## config.mk

```make
export PLATFORM = sky130hd
export DESIGN_NAME = sextium_io_port_flat
export DESIGN_NICKNAME = d
export VERILOG_FILES = /design/src/rtl/sextium_io_pkg.sv /design/src/rtl/sextium_io_if.sv /design/src/rtl/sextium_io_port_fifo.sv /design/src/rtl/sextium_io_port.sv /design/src/flat_wrapper.sv
export SDC_FILE = /design/constraint.sdc
export NUM_CORES = 1
export LEC_CHECK = 0
export CORE_MARGIN = 2
export CORE_UTILIZATION = 52
export CTS_BUF_LIST = sky130_fd_sc_hd__clkbuf_4
export DETAILED_ROUTE_END_ITERATION = 10
export PLACE_DENSITY = 0.78
export SLEW_MARGIN = 25
export SYNTH_ARGS = -nofsm -noshare
export SYNTH_HDL_FRONTEND = slang
export SYNTH_HIERARCHICAL = 1
export SYNTH_SLANG_ARGS = --single-unit
```

## constraint.sdc

```tcl
create_clock -name clock -period 2.2 [get_ports clock]
set_input_delay 0.33 -clock clock [delete_from_list [all_inputs] [get_ports clock]]
set_output_delay 0.33 -clock clock [all_outputs]
set_load 0.03 [all_outputs]
```

## src/rtl/sextium_io_pkg.sv

```systemverilog
`default_nettype none
// ============================================================================
// Module      : sextium_io_pkg
// Description : Shared types and defaults for the Sextium CPU I/O port:
//               access FSM state encoding and default word/FIFO sizing.
// Revision    : 1.0 - initial release
// ============================================================================
package sextium_io_pkg;

   localparam int IO_WIDTH_DEF = 16;
   localparam int IO_DEPTH_DEF = 4;

   typedef enum logic [1:0] {
      IO_IDLE    = 2'd0,
      IO_RD_WAIT = 2'd1,
      IO_WR_WAIT = 2'd2,
      IO_ACK     = 2'd3
   } io_state_t;

endpackage
`default_nettype wire

```

## src/rtl/sextium_io_if.sv

```systemverilog
`default_nettype none
// ============================================================================
// Module      : sextium_io_if
// Description : CPU strobe bus plus external RX/TX valid/ready streams of the
//               Sextium I/O port. master = CPU/environment, slave = port.
// Revision    : 1.0 - initial release
// ============================================================================
interface sextium_io_if #(
   parameter int WIDTH = sextium_io_pkg::IO_WIDTH_DEF
);
   logic             io_read;
   logic             io_write;
   logic [WIDTH-1:0] io_wdata;
   logic [WIDTH-1:0] io_rdata;
   logic             io_done;
   logic             io_err;
   logic             rx_valid;
   logic [WIDTH-1:0] rx_data;
   logic             rx_ready;
   logic             tx_valid;
   logic [WIDTH-1:0] tx_data;
   logic             tx_ready;

   modport master (
      output io_read, io_write, io_wdata, rx_valid, rx_data, tx_ready,
      input  io_rdata, io_done, io_err, rx_ready, tx_valid, tx_data
   );

   modport slave (
      input  io_read, io_write, io_wdata, rx_valid, rx_data, tx_ready,
      output io_rdata, io_done, io_err, rx_ready, tx_valid, tx_data
   );
endinterface
`default_nettype wire

```

## src/rtl/sextium_io_port_fifo.sv

```systemverilog
`default_nettype none
// ============================================================================
// Module      : io_fifo
// Description : Synchronous FIFO, power-of-two depth, registered head (no
//               bypass). Push when full / pop when empty are ignored.
//               Only pointers and count are reset, storage is not.
// Revision    : 1.0 - initial release
// ============================================================================
module io_fifo #(
   parameter int WIDTH = 16,
   parameter int DEPTH = 4
) (
   input  wire logic                     clock,
   input  wire logic                     reset,
   input  wire logic                     i_push,
   input  wire logic [WIDTH-1:0]         i_wdata,
   input  wire logic                     i_pop,
   output logic                          o_full,
   output logic                          o_empty,
   output logic [$clog2(DEPTH):0]        o_count,
   output logic [WIDTH-1:0]              o_head
);
   localparam int AW = $clog2(DEPTH);
   localparam int CW = AW + 1;

   logic [WIDTH-1:0] r_mem [DEPTH];
   logic [AW-1:0]    r_wptr;
   logic [AW-1:0]    r_rptr;
   logic [CW-1:0]    r_count;
   logic             w_push;
   logic             w_pop;

   assign o_full  = (r_count == CW'(DEPTH));
   assign o_empty = (r_count == '0);
   assign o_count = r_count;
   assign o_head  = r_mem[r_rptr];
   assign w_push  = i_push & ~o_full;
   assign w_pop   = i_pop & ~o_empty;

   // Storage write; data is deliberately left unreset.
   always_ff @(posedge clock) begin
      if (w_push) r_mem[r_wptr] <= i_wdata;
   end

   // Pointers wrap naturally; count moves by the net push/pop change.
   always_ff @(posedge clock or negedge reset) begin
      if (!reset) begin
         r_wptr  <= '0;
         r_rptr  <= '0;
         r_count <= '0;
      end else begin
         if (w_push) r_wptr <= r_wptr + AW'(1);
         if (w_pop)  r_rptr <= r_rptr + AW'(1);
         case ({w_push, w_pop})
            2'b10:   r_count <= r_count + CW'(1);
            2'b01:   r_count <= r_count - CW'(1);
            default: r_count <= r_count;
         endcase
      end
   end
endmodule
`default_nettype wire

```

## src/rtl/sextium_io_port.sv

```systemverilog
`default_nettype none
// ============================================================================
// Module      : sextium_io_port
// Description : Responder for the Sextium CPU io_read/io_write strobes. CPU
//               writes go to a TX FIFO drained by an external sink; external
//               words land in an RX FIFO for CPU reads. Accesses stretch
//               (4-phase req/done) while the FIFO is empty/full.
//               Optional macro IO_LOOPBACK_EN adds lb_en: TX head -> RX.
// Revision    : 1.0 - initial release
// ============================================================================
module sextium_io_port
   import sextium_io_pkg::*;
#(
   parameter int WIDTH = IO_WIDTH_DEF,
   parameter int DEPTH = IO_DEPTH_DEF
) (
   input  wire logic clock,
   input  wire logic reset,
`ifdef IO_LOOPBACK_EN
   input  wire logic lb_en,
`endif
   sextium_io_if.slave bus
);
   localparam int CW = $clog2(DEPTH) + 1;

   io_state_t        r_state;
   io_state_t        w_state_nxt;
   logic             r_done;
   logic             r_err;
   logic [WIDTH-1:0] r_rdata;

   logic             w_lb;
   logic             w_rx_push;
   logic             w_rx_pop;
   logic [WIDTH-1:0] w_rx_din;
   logic [WIDTH-1:0] w_rx_head;
   logic             w_rx_full;
   logic             w_rx_empty;
   logic [CW-1:0]    w_rx_cnt;
   logic             w_tx_push;
   logic             w_tx_pop;
   logic [WIDTH-1:0] w_tx_head;
   logic             w_tx_full;
   logic             w_tx_empty;
   logic [CW-1:0]    w_tx_cnt;
   logic             w_err_set;

`ifdef IO_LOOPBACK_EN
   assign w_lb = lb_en;
`else
   assign w_lb = 1'b0;
`endif

   // In loopback the TX head moves straight into RX; the external paths idle.
   assign w_rx_push = w_lb ? (~w_tx_empty & ~w_rx_full) : (bus.rx_valid & ~w_rx_full);
   assign w_rx_din  = w_lb ? w_tx_head : bus.rx_data;
   assign w_tx_pop  = w_lb ? (~w_tx_empty & ~w_rx_full) : (~w_tx_empty & bus.tx_ready);

   assign bus.rx_ready = ~w_lb & ~w_rx_full;
   assign bus.tx_valid = ~w_lb & ~w_tx_empty;
   assign bus.tx_data  = w_tx_head;
   assign bus.io_done  = r_done;
   assign bus.io_err   = r_err;
   assign bus.io_rdata = r_rdata;

   io_fifo #(.WIDTH(WIDTH), .DEPTH(DEPTH)) u_rx_fifo (
      .clock   (clock),
      .reset   (reset),
      .i_push  (w_rx_push),
      .i_wdata (w_rx_din),
      .i_pop   (w_rx_pop),
      .o_full  (w_rx_full),
      .o_empty (w_rx_empty),
      .o_count (w_rx_cnt),
      .o_head  (w_rx_head)
   );

   io_fifo #(.WIDTH(WIDTH), .DEPTH(DEPTH)) u_tx_fifo (
      .clock   (clock),
      .reset   (reset),
      .i_push  (w_tx_push),
      .i_wdata (bus.io_wdata),
      .i_pop   (w_tx_pop),
      .o_full  (w_tx_full),
      .o_empty (w_tx_empty),
      .o_count (w_tx_cnt),
      .o_head  (w_tx_head)
   );

   // Access FSM: accept, wait for data/space, then hold done until release.
   always_comb begin
      w_state_nxt = r_state;
      w_rx_pop    = 1'b0;
      w_tx_push   = 1'b0;
      w_err_set   = 1'b0;
      case (r_state)
         IO_IDLE: begin
            if (bus.io_read) begin
               w_err_set = bus.io_write;
               if (w_rx_cnt != '0) begin
                  w_rx_pop    = 1'b1;
                  w_state_nxt = IO_ACK;
               end else begin
                  w_state_nxt = IO_RD_WAIT;
               end
            end else if (bus.io_write) begin
               if (w_tx_cnt < CW'(DEPTH)) begin
                  w_tx_push   = 1'b1;
                  w_state_nxt = IO_ACK;
               end else begin
                  w_state_nxt = IO_WR_WAIT;
               end
            end
         end
         IO_RD_WAIT: begin
            if (!bus.io_read) begin
               w_state_nxt = IO_IDLE;
            end else if (w_rx_cnt != '0) begin
               w_rx_pop    = 1'b1;
               w_state_nxt = IO_ACK;
            end
         end
         IO_WR_WAIT: begin
            if (!bus.io_write) begin
               w_state_nxt = IO_IDLE;
            end else if (w_tx_cnt < CW'(DEPTH)) begin
               w_tx_push   = 1'b1;
               w_state_nxt = IO_ACK;
            end
         end
         IO_ACK: begin
            if (!bus.io_read && !bus.io_write) w_state_nxt = IO_IDLE;
         end
         default: w_state_nxt = IO_IDLE;
      endcase
   end

   // State, registered done/rdata and the sticky conflict flag.
   always_ff @(posedge clock or negedge reset) begin
      if (!reset) begin
         r_state <= IO_IDLE;
         r_done  <= 1'b0;
         r_err   <= 1'b0;
         r_rdata <= '0;
      end else begin
         r_state <= w_state_nxt;
         r_done  <= (w_state_nxt == IO_ACK);
         r_err   <= r_err | w_err_set;
         if (w_rx_pop) r_rdata <= w_rx_head;
      end
   end
endmodule
`default_nettype wire

```

## src/flat_wrapper.sv

```systemverilog
// flat-port wrapper written by rule: the top's interface ports become plain ports
module sextium_io_port_flat import sextium_io_pkg::*;
#(
   parameter int WIDTH = IO_WIDTH_DEF,
   parameter int DEPTH = IO_DEPTH_DEF
)
  (clock, reset, bus_io_read, bus_io_write, bus_io_wdata, bus_rx_valid, bus_rx_data, bus_tx_ready, bus_io_rdata, bus_io_done, bus_io_err, bus_rx_ready, bus_tx_valid, bus_tx_data);
  sextium_io_if #(.WIDTH(WIDTH)) bus_i ();
  input  wire logic clock;
  input  wire logic reset;
  input wire logic [$bits(bus_i.io_read)-1:0] bus_io_read;
  input wire logic [$bits(bus_i.io_write)-1:0] bus_io_write;
  input wire logic [$bits(bus_i.io_wdata)-1:0] bus_io_wdata;
  input wire logic [$bits(bus_i.rx_valid)-1:0] bus_rx_valid;
  input wire logic [$bits(bus_i.rx_data)-1:0] bus_rx_data;
  input wire logic [$bits(bus_i.tx_ready)-1:0] bus_tx_ready;
  output wire logic [$bits(bus_i.io_rdata)-1:0] bus_io_rdata;
  output wire logic [$bits(bus_i.io_done)-1:0] bus_io_done;
  output wire logic [$bits(bus_i.io_err)-1:0] bus_io_err;
  output wire logic [$bits(bus_i.rx_ready)-1:0] bus_rx_ready;
  output wire logic [$bits(bus_i.tx_valid)-1:0] bus_tx_valid;
  output wire logic [$bits(bus_i.tx_data)-1:0] bus_tx_data;
  assign bus_i.io_read = bus_io_read;
  assign bus_i.io_write = bus_io_write;
  assign bus_i.io_wdata = bus_io_wdata;
  assign bus_i.rx_valid = bus_rx_valid;
  assign bus_i.rx_data = bus_rx_data;
  assign bus_i.tx_ready = bus_tx_ready;
  assign bus_io_rdata = bus_i.io_rdata;
  assign bus_io_done = bus_i.io_done;
  assign bus_io_err = bus_i.io_err;
  assign bus_rx_ready = bus_i.rx_ready;
  assign bus_tx_valid = bus_i.tx_valid;
  assign bus_tx_data = bus_i.tx_data;
  sextium_io_port #(.WIDTH(WIDTH), .DEPTH(DEPTH)) u_core (.clock(clock), .reset(reset), .bus(bus_i));
endmodule
```

# Word-level counts from Yosys, hierarchy flattened
# Memory sizes are Yosys's and may differ from the RTL's. A register that Yosys moved wholly into a read port is not among the register bits.
# Cells that the tools add are included.
# W data, S select, Z words.
# word_totals
register_bits	18
mem_bits_rw	128
input_bits	38
output_inout_bits	36
elab_cells	77
mem_count	2
# classes
add_sub_neg	8
n_lt_le_gt_ge	1
n_eq_ne	10
muxes	25
bitwise	11
reduce_logical	11
# memory_table
name	depth	word_bits	rd	rd_ports_with_merged_regs	wr	line_no	source
u_core.u_rx_fifo.r_mem	4	16	1	1	1	sextium_io_port_fifo.sv:26	logic [WIDTH-1:0] r_mem [DEPTH];
u_core.u_tx_fifo.r_mem	4	16	1	0	1	sextium_io_port_fifo.sv:26	
# op_table
cell	count
$mux W2	8
$mux W1	13
$pmux W3 S2	2
$eq A2 B2 Y1 const B	5
$add A2 B1 Y2 const B	4
$pmux W2 S4	1
$add A3 B1 Y3 const B	2
$and A1 B1 Y1	6
$eq A2 B1 Y1 const B	3
$eq A3 B3 Y1 const B	2
$logic_not A3 Y1	2
$sub A3 B1 Y3 const B	2
$not A1 Y1	4
$reduce_bool A2 Y1	2
$logic_not A1 Y1	3
$lt A3 B3 Y1 const B	1
$reduce_bool A3 Y1	1
$logic_not A2 Y1	1
$pmux W1 S2	1
$reduce_or A2 Y1	1
$logic_and A1 B1 Y1	1
$or A1 B1 Y1	1

# Logic depth before layout (Yosys ltp)
# Gate-level depths: netlist of run 1.
# depth
word_depth	8
ltp_mapped	10
mapped_depth_nobuf	10

# Modules after synthesis
# Netlist of run 1, hierarchy kept.
# modules_own_cells
module	instances	cells_each	area_each_um2
io_fifo (u_core.u_rx_fifo)	1	121	2775.2
io_fifo (u_core.u_tx_fifo)	1	122	2737.6
sextium_io_port	1	63	893.4

# Worst setup path before layout of run 1
# OpenSTA, ideal clock, no wires.
# synth_path
kind	reg2reg
startpoint	reg u_core.u_rx_fifo.r_count[0], in the netlist u_core/u_rx_fifo/o_count[0]
endpoint	reg u_core.u_rx_fifo.r_count[2], in the netlist u_core/u_rx_fifo/o_count[2]
setup_ns	0.079
t_arrival_ns	2.093
required_ns	2.121
setup_slack_ns	0.028
path_stages_with_launch	11
n_path_buf	1
synth_period_minus_slack_ns	2.172
cell_sequence	dfrtp_1 > nor3_4 > nor2_4 > buf_12 > o31a_1 > ha_1 > inv_1 > fa_1 > xor2_1 > nor2_1 > xor2_1
# synth_between
elab_chain_len	7
elab_cells_between_ends	17
classes_between	add/sub (2); eq/ne (3); mux (4); bitwise (5); reduce/logical (3)
# synth_lines
item	line_no	source
start, declared	sextium_io_port_fifo.sv:29	logic [CW-1:0] r_count;
start signal, assigned	sextium_io_port_fifo.sv:55	2'b10: r_count <= r_count + CW'(1);
start signal, assigned	sextium_io_port_fifo.sv:56	2'b01: r_count <= r_count - CW'(1);
start signal, assigned	sextium_io_port_fifo.sv:57	default: r_count <= r_count;
$reduce_bool A3 Y1 *	sextium_io_port.sv:100, sextium_io_port.sv:118	
$mux W1 *	sextium_io_port.sv:100, sextium_io_port.sv:118	
$mux W1 *	sextium_io_port.sv:116	if (!bus.io_read) begin
$mux W1 *	--	
via u_core.w_rx_pop	sextium_io_port.sv:34	logic w_rx_pop;
$and A1 B1 Y1 *	sextium_io_port_fifo.sv:38	assign w_pop = i_pop & ~o_empty;
via u_core.u_rx_fifo.w_pop	sextium_io_port_fifo.sv:31	logic w_pop;
$eq A2 B1 Y1 or $eq A2 B2 Y1 (tied branches)	sextium_io_port_fifo.sv:54	case ({w_push, w_pop})
$pmux W3 S2 or $reduce_bool A2 Y1 (tied branches)	--	
# The timed path passes the listed nets; every way through them passes the cells marked *.
# A chain may end at the register's enable or synchronous reset.

# Worst setup path after layout of run 1
# layout_path
startpoint	reg u_core.u_tx_fifo.r_rptr[0]
endpoint	out bus_tx_data[4]
# layout_between
elab_chain_len	1
# layout_lines
item	line_no	source
start, declared	sextium_io_port_fifo.sv:28	logic [AW-1:0] r_rptr;
start signal, assigned	sextium_io_port_fifo.sv:53	if (w_pop) r_rptr <= r_rptr + AW'(1);
$mem_v2 Z4 W16	--	
end, declared	flat_wrapper.sv:22	output wire logic [$bits(bus_i.tx_data)-1:0] bus_tx_data;
# No other way between the ends.

==> impl_metrics.env, run 1 <==
export IMPL_outcome="finished, violations left"
export IMPL_violations="setup timing"
export IMPL_cap_violations=0
export IMPL_gp_congestion=0.751
export IMPL_htreeDepth=4
export IMPL_post_route_cell_area_sq_um=7920
export IMPL_syn_nets=354
export IMPL_final_nets=472
export IMPL_vdd_drop_max_mv=0.668
export IMPL_cts_tree="built"
export IMPL_crit_arrival_ns=1.90
export IMPL_holdWs_ns=0.389
export IMPL_final_layout_size_suffix_gt1_frac=0.324
export IMPL_yosys_warnings=6
export IMPL_avgRoutedWirePerCell_um=18.9
export IMPL_p_leak_uw=0.00289
export IMPL_synth_cells=304
export IMPL_chipHeight_um=115
export IMPL_viasPerCell=5.34
export IMPL_antennaDiodeCount=0
export IMPL_power_density_nw_per_um2=1290
export IMPL_clk_path_buf_depth=2
export IMPL_drc=0
export IMPL_finalHoldViolCount=0
export IMPL_grt_pass1_wl_mm=17.3
export IMPL_rsz0062_at_grt="true"
export IMPL_io_buffers=73
export IMPL_period_share=1.01
export IMPL_cp_end_kind="primary output"
export IMPL_syn_area_per_cell_sq_um=21.0
export IMPL_die_w_um=115
export IMPL_critPathKind="flop to primary output"
export IMPL_postRouteAntennaNets=0
export IMPL_overflow=0
export IMPL_cts_made_buffers=17
export IMPL_via_count=3110
export IMPL_wirelength_mm=11.0
export IMPL_placeableCoreArea_sq_um=12000
export IMPL_dpl_hpwl_mm=7.11
export IMPL_clkTransAtPathRegs_ns=0.12
export IMPL_maxSlewHeadroom=0.439
export IMPL_start_util=0.533
export IMPL_setup_viol=7
export IMPL_cts_root_buf="clkbuf_4"
export IMPL_num_fill_cells=838
export IMPL_multiInputGateArea_sq_um=1570
export IMPL_clock_sinks=162
export IMPL_setup_ws_ns=-0.0272
export IMPL_die_area_sq_um=13200
export IMPL_areaGrowthSynthToFinish_pct=23.7
export IMPL_grt_max_degree=35
export IMPL_cp_max_fo=3
export IMPL_critical_path_startpoint_type="flop"
export IMPL_tightest_slew_ns=0.841
export IMPL_seq_area_sq_um=4700
export IMPL_fin_crit_ns=2.23
export IMPL_fin_util=0.659
export IMPL_max_freq_ghz=0.449
export IMPL_rows=40
export IMPL_antenna_found_initial=0
export IMPL_first_pass_iters=4
export IMPL_grt_pass1_vias=3449
export IMPL_grtUsageTotal=0.180
export IMPL_hold_class="primary input to flop"
export IMPL_drtIter0Drc=190
export IMPL_place_area_sq_um=7530
export IMPL_clk_latency_ns=0.53
export IMPL_ios=74
export IMPL_worst_ep_required_time_ns=1.87
export IMPL_slew_violations=0
export IMPL_synth_cell_area_sq_um=6400
export IMPL_fin_skew_ns=0.00883
worst paths after layout:
path | cells after the start | startpoint | slack, ns | endpoint
max in group asynchronous | 2 | reset | 1.19 | u_core/u_tx_fifo/r_rptr[0]$_DFFE_PN0P_
min reg2reg | 2 | u_core/bus.io_err$_DFF_PN0_ | 0.49 | u_core/bus.io_err$_DFF_PN0_
min | 3 | bus_io_write | 0.39 | u_core/r_state[1]$_DFF_PN0_
max | 4 | u_core/u_tx_fifo/r_rptr[0]$_DFFE_PN0P_ | -0.03 | bus_tx_data[4]
max reg2reg | 9 | u_core/u_tx_fifo/o_count[1]$_DFFE_PN0P_ | 0.11 | u_core/u_tx_fifo/o_count[2]$_DFFE_PN0P_
min in group asynchronous | 2 | reset | 0.43 | u_core/r_state[0]$_DFF_PN0_
timing repair:
item                                    4_1_cts  5_1_grt
setup buffers                                 3        4
gates resized for setup                     113        9
hold endpoints to repair                     34        0
cloned                                        1        0
pin swaps                                     0        4
endpoints found under the setup margin       18       21
hold buffers                                  1        0
per-stage QoR:
stage,total power [uW],setup WS [ns],setup TNS [ns],std cells
6_report,10200,-0.0272,-0.133,582
5_1_grt,10700,-0.146,-1.51,582
4_1_cts,10300,-0.172,-0.778,579
3_5_place_dp,8460,-0.234,-0.554,542
3_3_place_gp,8310,-0.175,-0.340,542
2_1_floorplan,6940,0.0410,0,304
area by class of cell:
type,instances,area share
Timing Repair Buffer,109,0.144
Clock buffer,19,0.0180
Tap cell,147,0.0232
Clock inverter,13,0.0149
Inverter,16,0.00759
Multi-Input combinational cell,116,0.199
Sequential cell,162,0.594
placed cells by master (no fill, tap or decap), types with 2 or more instances in the layout:
cell / count
edfxtp_1: 128
clkdlybuf4s50_1: 54
dfrtp_1: 30
buf_4: 24
mux4_2: 24
clkbuf_4: 19
buf_6: 16
inv_1: 16
buf_12: 10
mux2_4: 10
ha_1: 9
mux2_2: 8
mux4_1: 8
xnor2_1: 6
xor2_1: 6
clkinv_1: 5
nor2_1: 4
nand2_1: 4
and2_1: 4
dfrtp_2: 4
and3_2: 4
clkinv_2: 3
o21ai_0: 3
clkinvlp_4: 2
bufinv_16: 2
buf_2: 2
dlygate4sd2_1: 2
nand2b_1: 2
a21oi_1: 2
nor2b_1: 2
mux2i_1: 2
report_power, final:
part	switching (uW)	internal [uW]	total (uW)	leakage, uW
registers	328	3980	4310	0.00155
logic	2080	2190	4270	0.00120
clock network	926	677	1600	0.000140
total	3330	6850	10200	0.00289
registers in the layout, summed over array words and instances, names as in the netlist:
signal / cells
u_core/u_rx_fifo/r_rptr: 2
u_core/u_rx_fifo/r_mem: 64
u_core/u_tx_fifo/r_rptr: 2
u_core/bus.io_err: 1
u_core/u_rx_fifo/o_count: 3
u_core/bus.io_rdata: 16
u_core/u_tx_fifo/o_count: 3
u_core/u_tx_fifo/r_wptr: 2
u_core/r_state: 2
u_core/u_tx_fifo/r_mem: 64
u_core/u_rx_fifo/r_wptr: 2
u_core/bus.io_done: 1
worst max-delay path, stage by stage, from the launching register on:
cell and delay [ns]:
dfrtp_2 0.47, buf_12 0.13, buf_6 0.10, mux4_2 0.52, buf_6 0.16
layer usage:
metal,part of all wire,global-route usage,vias to the layer above
li1,-,-,1430
met1,0.41,0.205,1581
met2,0.53,0.322,85
met3,0.048,0.0564,14
met4,0.011,0.0651,0
met5,0,0,-
(Power assumes the default switching activity.)
==> run 2, diff against run 1 <==
--- a/config.mk
+++ b/config.mk
@@ -5,10 +5,12 @@
 export SDC_FILE = /design/constraint.sdc
 export NUM_CORES = 1
 export LEC_CHECK = 0
+export ABC_AREA = 1
 export CORE_MARGIN = 2
-export CORE_UTILIZATION = 52
+export CORE_UTILIZATION = 53
 export CTS_BUF_LIST = sky130_fd_sc_hd__clkbuf_4
 export DETAILED_ROUTE_END_ITERATION = 10
+export HOLD_SLACK_MARGIN = 0.1
 export PLACE_DENSITY = 0.78
 export SLEW_MARGIN = 25
 export SYNTH_ARGS = -nofsm -noshare
==> impl_metrics.env, run 2 <==
export IMPL_outcome="completed"
export IMPL_final_common_cell="nand2_1"
export IMPL_critical_path_startpoint_type="flop"
export IMPL_r2r_cells=8
export IMPL_postRouteAntennaNets=0
export IMPL_die_w_um=120
export IMPL_cts_made_buffers=17
export IMPL_die_area_sq_um=14400
export IMPL_cts_tree="built"
export IMPL_syn_nets=650
export IMPL_start_util=0.542
export IMPL_fin_skew_ns=0.0130
export IMPL_cp_depth=5
export IMPL_drc=0
export IMPL_tns_ns=0
export IMPL_antennaDiodeCount=0
export IMPL_viasPerCell=5.04
export IMPL_mostFrequentLayoutCells="nand2_1 (163), edfxtp_1 (128), inv_1 (99)"
export IMPL_cp_max_fo=5
export IMPL_final_nets=756
export IMPL_cpMaxStageDelayCell="dfrtp_2"
export IMPL_slew_violations=0
export IMPL_drtIter0Drc=301
export IMPL_path_delay_family="buffers and inverters"
export IMPL_gp_congestion=0.796
export IMPL_max_freq_ghz=0.482
export IMPL_synth_cells=600
export IMPL_areaGrowthSynthToFinish_pct=18.7
export IMPL_ios=74
export IMPL_cap_violations=0
export IMPL_layoutNonFillerInstCount=894
export IMPL_final_layout_size_suffix_gt1_frac=0.220
export IMPL_clock_sinks=162
export IMPL_grt_pass1_wl_mm=21.8
export IMPL_place_inst=858
export IMPL_syn_area_per_cell_sq_um=11.9
export IMPL_fin_crit_ns=2.07
export IMPL_tightest_slew_ns=0.516
export IMPL_slowest_delay_ns=0.45
export IMPL_clk_path_buf_depth=2
export IMPL_p_leak_uw=0.00365
export IMPL_wirelength_mm=13.5
export IMPL_period_share=0.943
export IMPL_clkTransAtPathRegs_ns=0.13
export IMPL_worst_ep_required_time_ns=1.87
export IMPL_grt_max_degree=42
export IMPL_holdWs_ns=0.188
export IMPL_hold_class="primary input to async pin"
export IMPL_cp_end_kind="primary output"
export IMPL_path_buf_inv=3
export IMPL_setup_viol=0
export IMPL_rsz0062_at_grt="false"
export IMPL_synth_cell_area_sq_um=7150
export IMPL_overflow=0
export IMPL_clk_latency_ns=0.54
export IMPL_crit_arrival_ns=1.74
export IMPL_critPathKind="flop to primary output"
export IMPL_finalHoldViolCount=0
export IMPL_first_pass_iters=4
export IMPL_antenna_found_initial=0
export IMPL_io_buffers=73
export IMPL_chipHeight_um=120
export IMPL_avgRoutedWirePerCell_um=15.2
export IMPL_htreeDepth=4
export IMPL_power_density_nw_per_um2=1300
export IMPL_grt_pass1_vias=4491
export IMPL_cts_root_buf="clkbuf_4"
export IMPL_rows=42
export IMPL_placeableCoreArea_sq_um=13200
export IMPL_via_count=4508
export IMPL_vdd_drop_max_mv=0.713
export IMPL_yosys_warnings=6
export IMPL_path_cells="buf_4, clkinv_2, o211ai_2, nand2_1, dlygate4sd2_1"
export IMPL_grtUsageTotal=0.197
export IMPL_maxSlewHeadroom=0.656
export IMPL_dpl_hpwl_mm=9.39
==> run 2: changes by cell type in the layout (fill, tap and decap cells not counted), sizes merged, moves of 5 or more <==
cell / previous run / this run
nand3: 1 / 17
inv: 17 / 109
mux2: 18 / 0
o211ai: 0 / 64
mux4: 32 / 0
nand2: 4 / 190
nor2: 5 / 15
and2: 5 / 0
xor2: 6 / 0
==> run 2: path summary, 6_finish.rpt <==
path	start	end	slack [ns]
min	reset	u_core/bus.io_rdata[4]$_DFFE_PN0P_	0.19
min reg2reg	u_core/bus.io_err$_DFF_PN0_	u_core/bus.io_err$_DFF_PN0_	0.49
max in group asynchronous	reset	u_core/u_tx_fifo/r_rptr[0]$_DFFE_PN0P_	1.67
min in group clock	bus_rx_data[8]	u_core/u_rx_fifo/r_mem[2][8]$_DFFE_PP_	0.42
max	u_core/u_tx_fifo/r_rptr[0]$_DFFE_PN0P_	bus_tx_data[9]	0.13
max reg2reg	u_core/u_tx_fifo/o_count[2]$_DFFE_PN0P_	u_core/u_tx_fifo/o_count[1]$_DFFE_PN0P_	0.17
==> run 2: layout make-up <==
| type | instances | area, sq um |
|---|---|---|
| Clock buffer | 17 | 128 |
| Clock inverter | 14 | 163 |
| Fill cell | 987 | 4710 |
| Inverter | 108 | 425 |
| Multi-Input combinational cell | 308 | 1830 |
| Sequential cell | 162 | 4700 |
| Tap cell | 176 | 220 |
| Timing Repair Buffer | 108 | 1010 |
| Timing Repair inverter | 1 | 5.00 |
==> run 2: layer usage <==
| layer | track usage | wire, um | vias to the layer above |
|---|---|---|---|
| met3 | 0.0494 | 572 | 21 |
| met5 | 0 | 0 | - |
| met1 | 0.246 | 5770 | 2185 |
| met2 | 0.332 | 6970 | 104 |
| li1 | - | - | 2198 |
| met4 | 0.0743 | 233 | 0 |
==> run 2: stage by stage <==
step | setup WS [ns] | power, uW | cell area [sq um] | util
2_1_floorplan | 0.0555 | 7840 | 7150 | -
3_3_place_gp | -0.112 | 9040 | 8110 | 0.614
3_5_place_dp | -0.210 | 9230 | 8110 | 0.614
4_1_cts | 0.0186 | 11000 | 8410 | 0.637
5_1_grt | 0.00281 | 11800 | 8480 | 0.643
6_report | 0.125 | 11100 | 8480 | 0.643
==> run 2: power by group <==
group	internal, uW	total, uW	switching (uW)
clock	777	1780	999
sequential	3970	4330	358
combinational	1850	4960	3110
==> run 2: what timing repair did <==
item	in CTS	in global routing
endpoints found under the setup margin	14	15
pin swaps	0	1
setup buffers	0	3
cloned	0	2
gates resized for setup	7	7
hold buffers	0	0
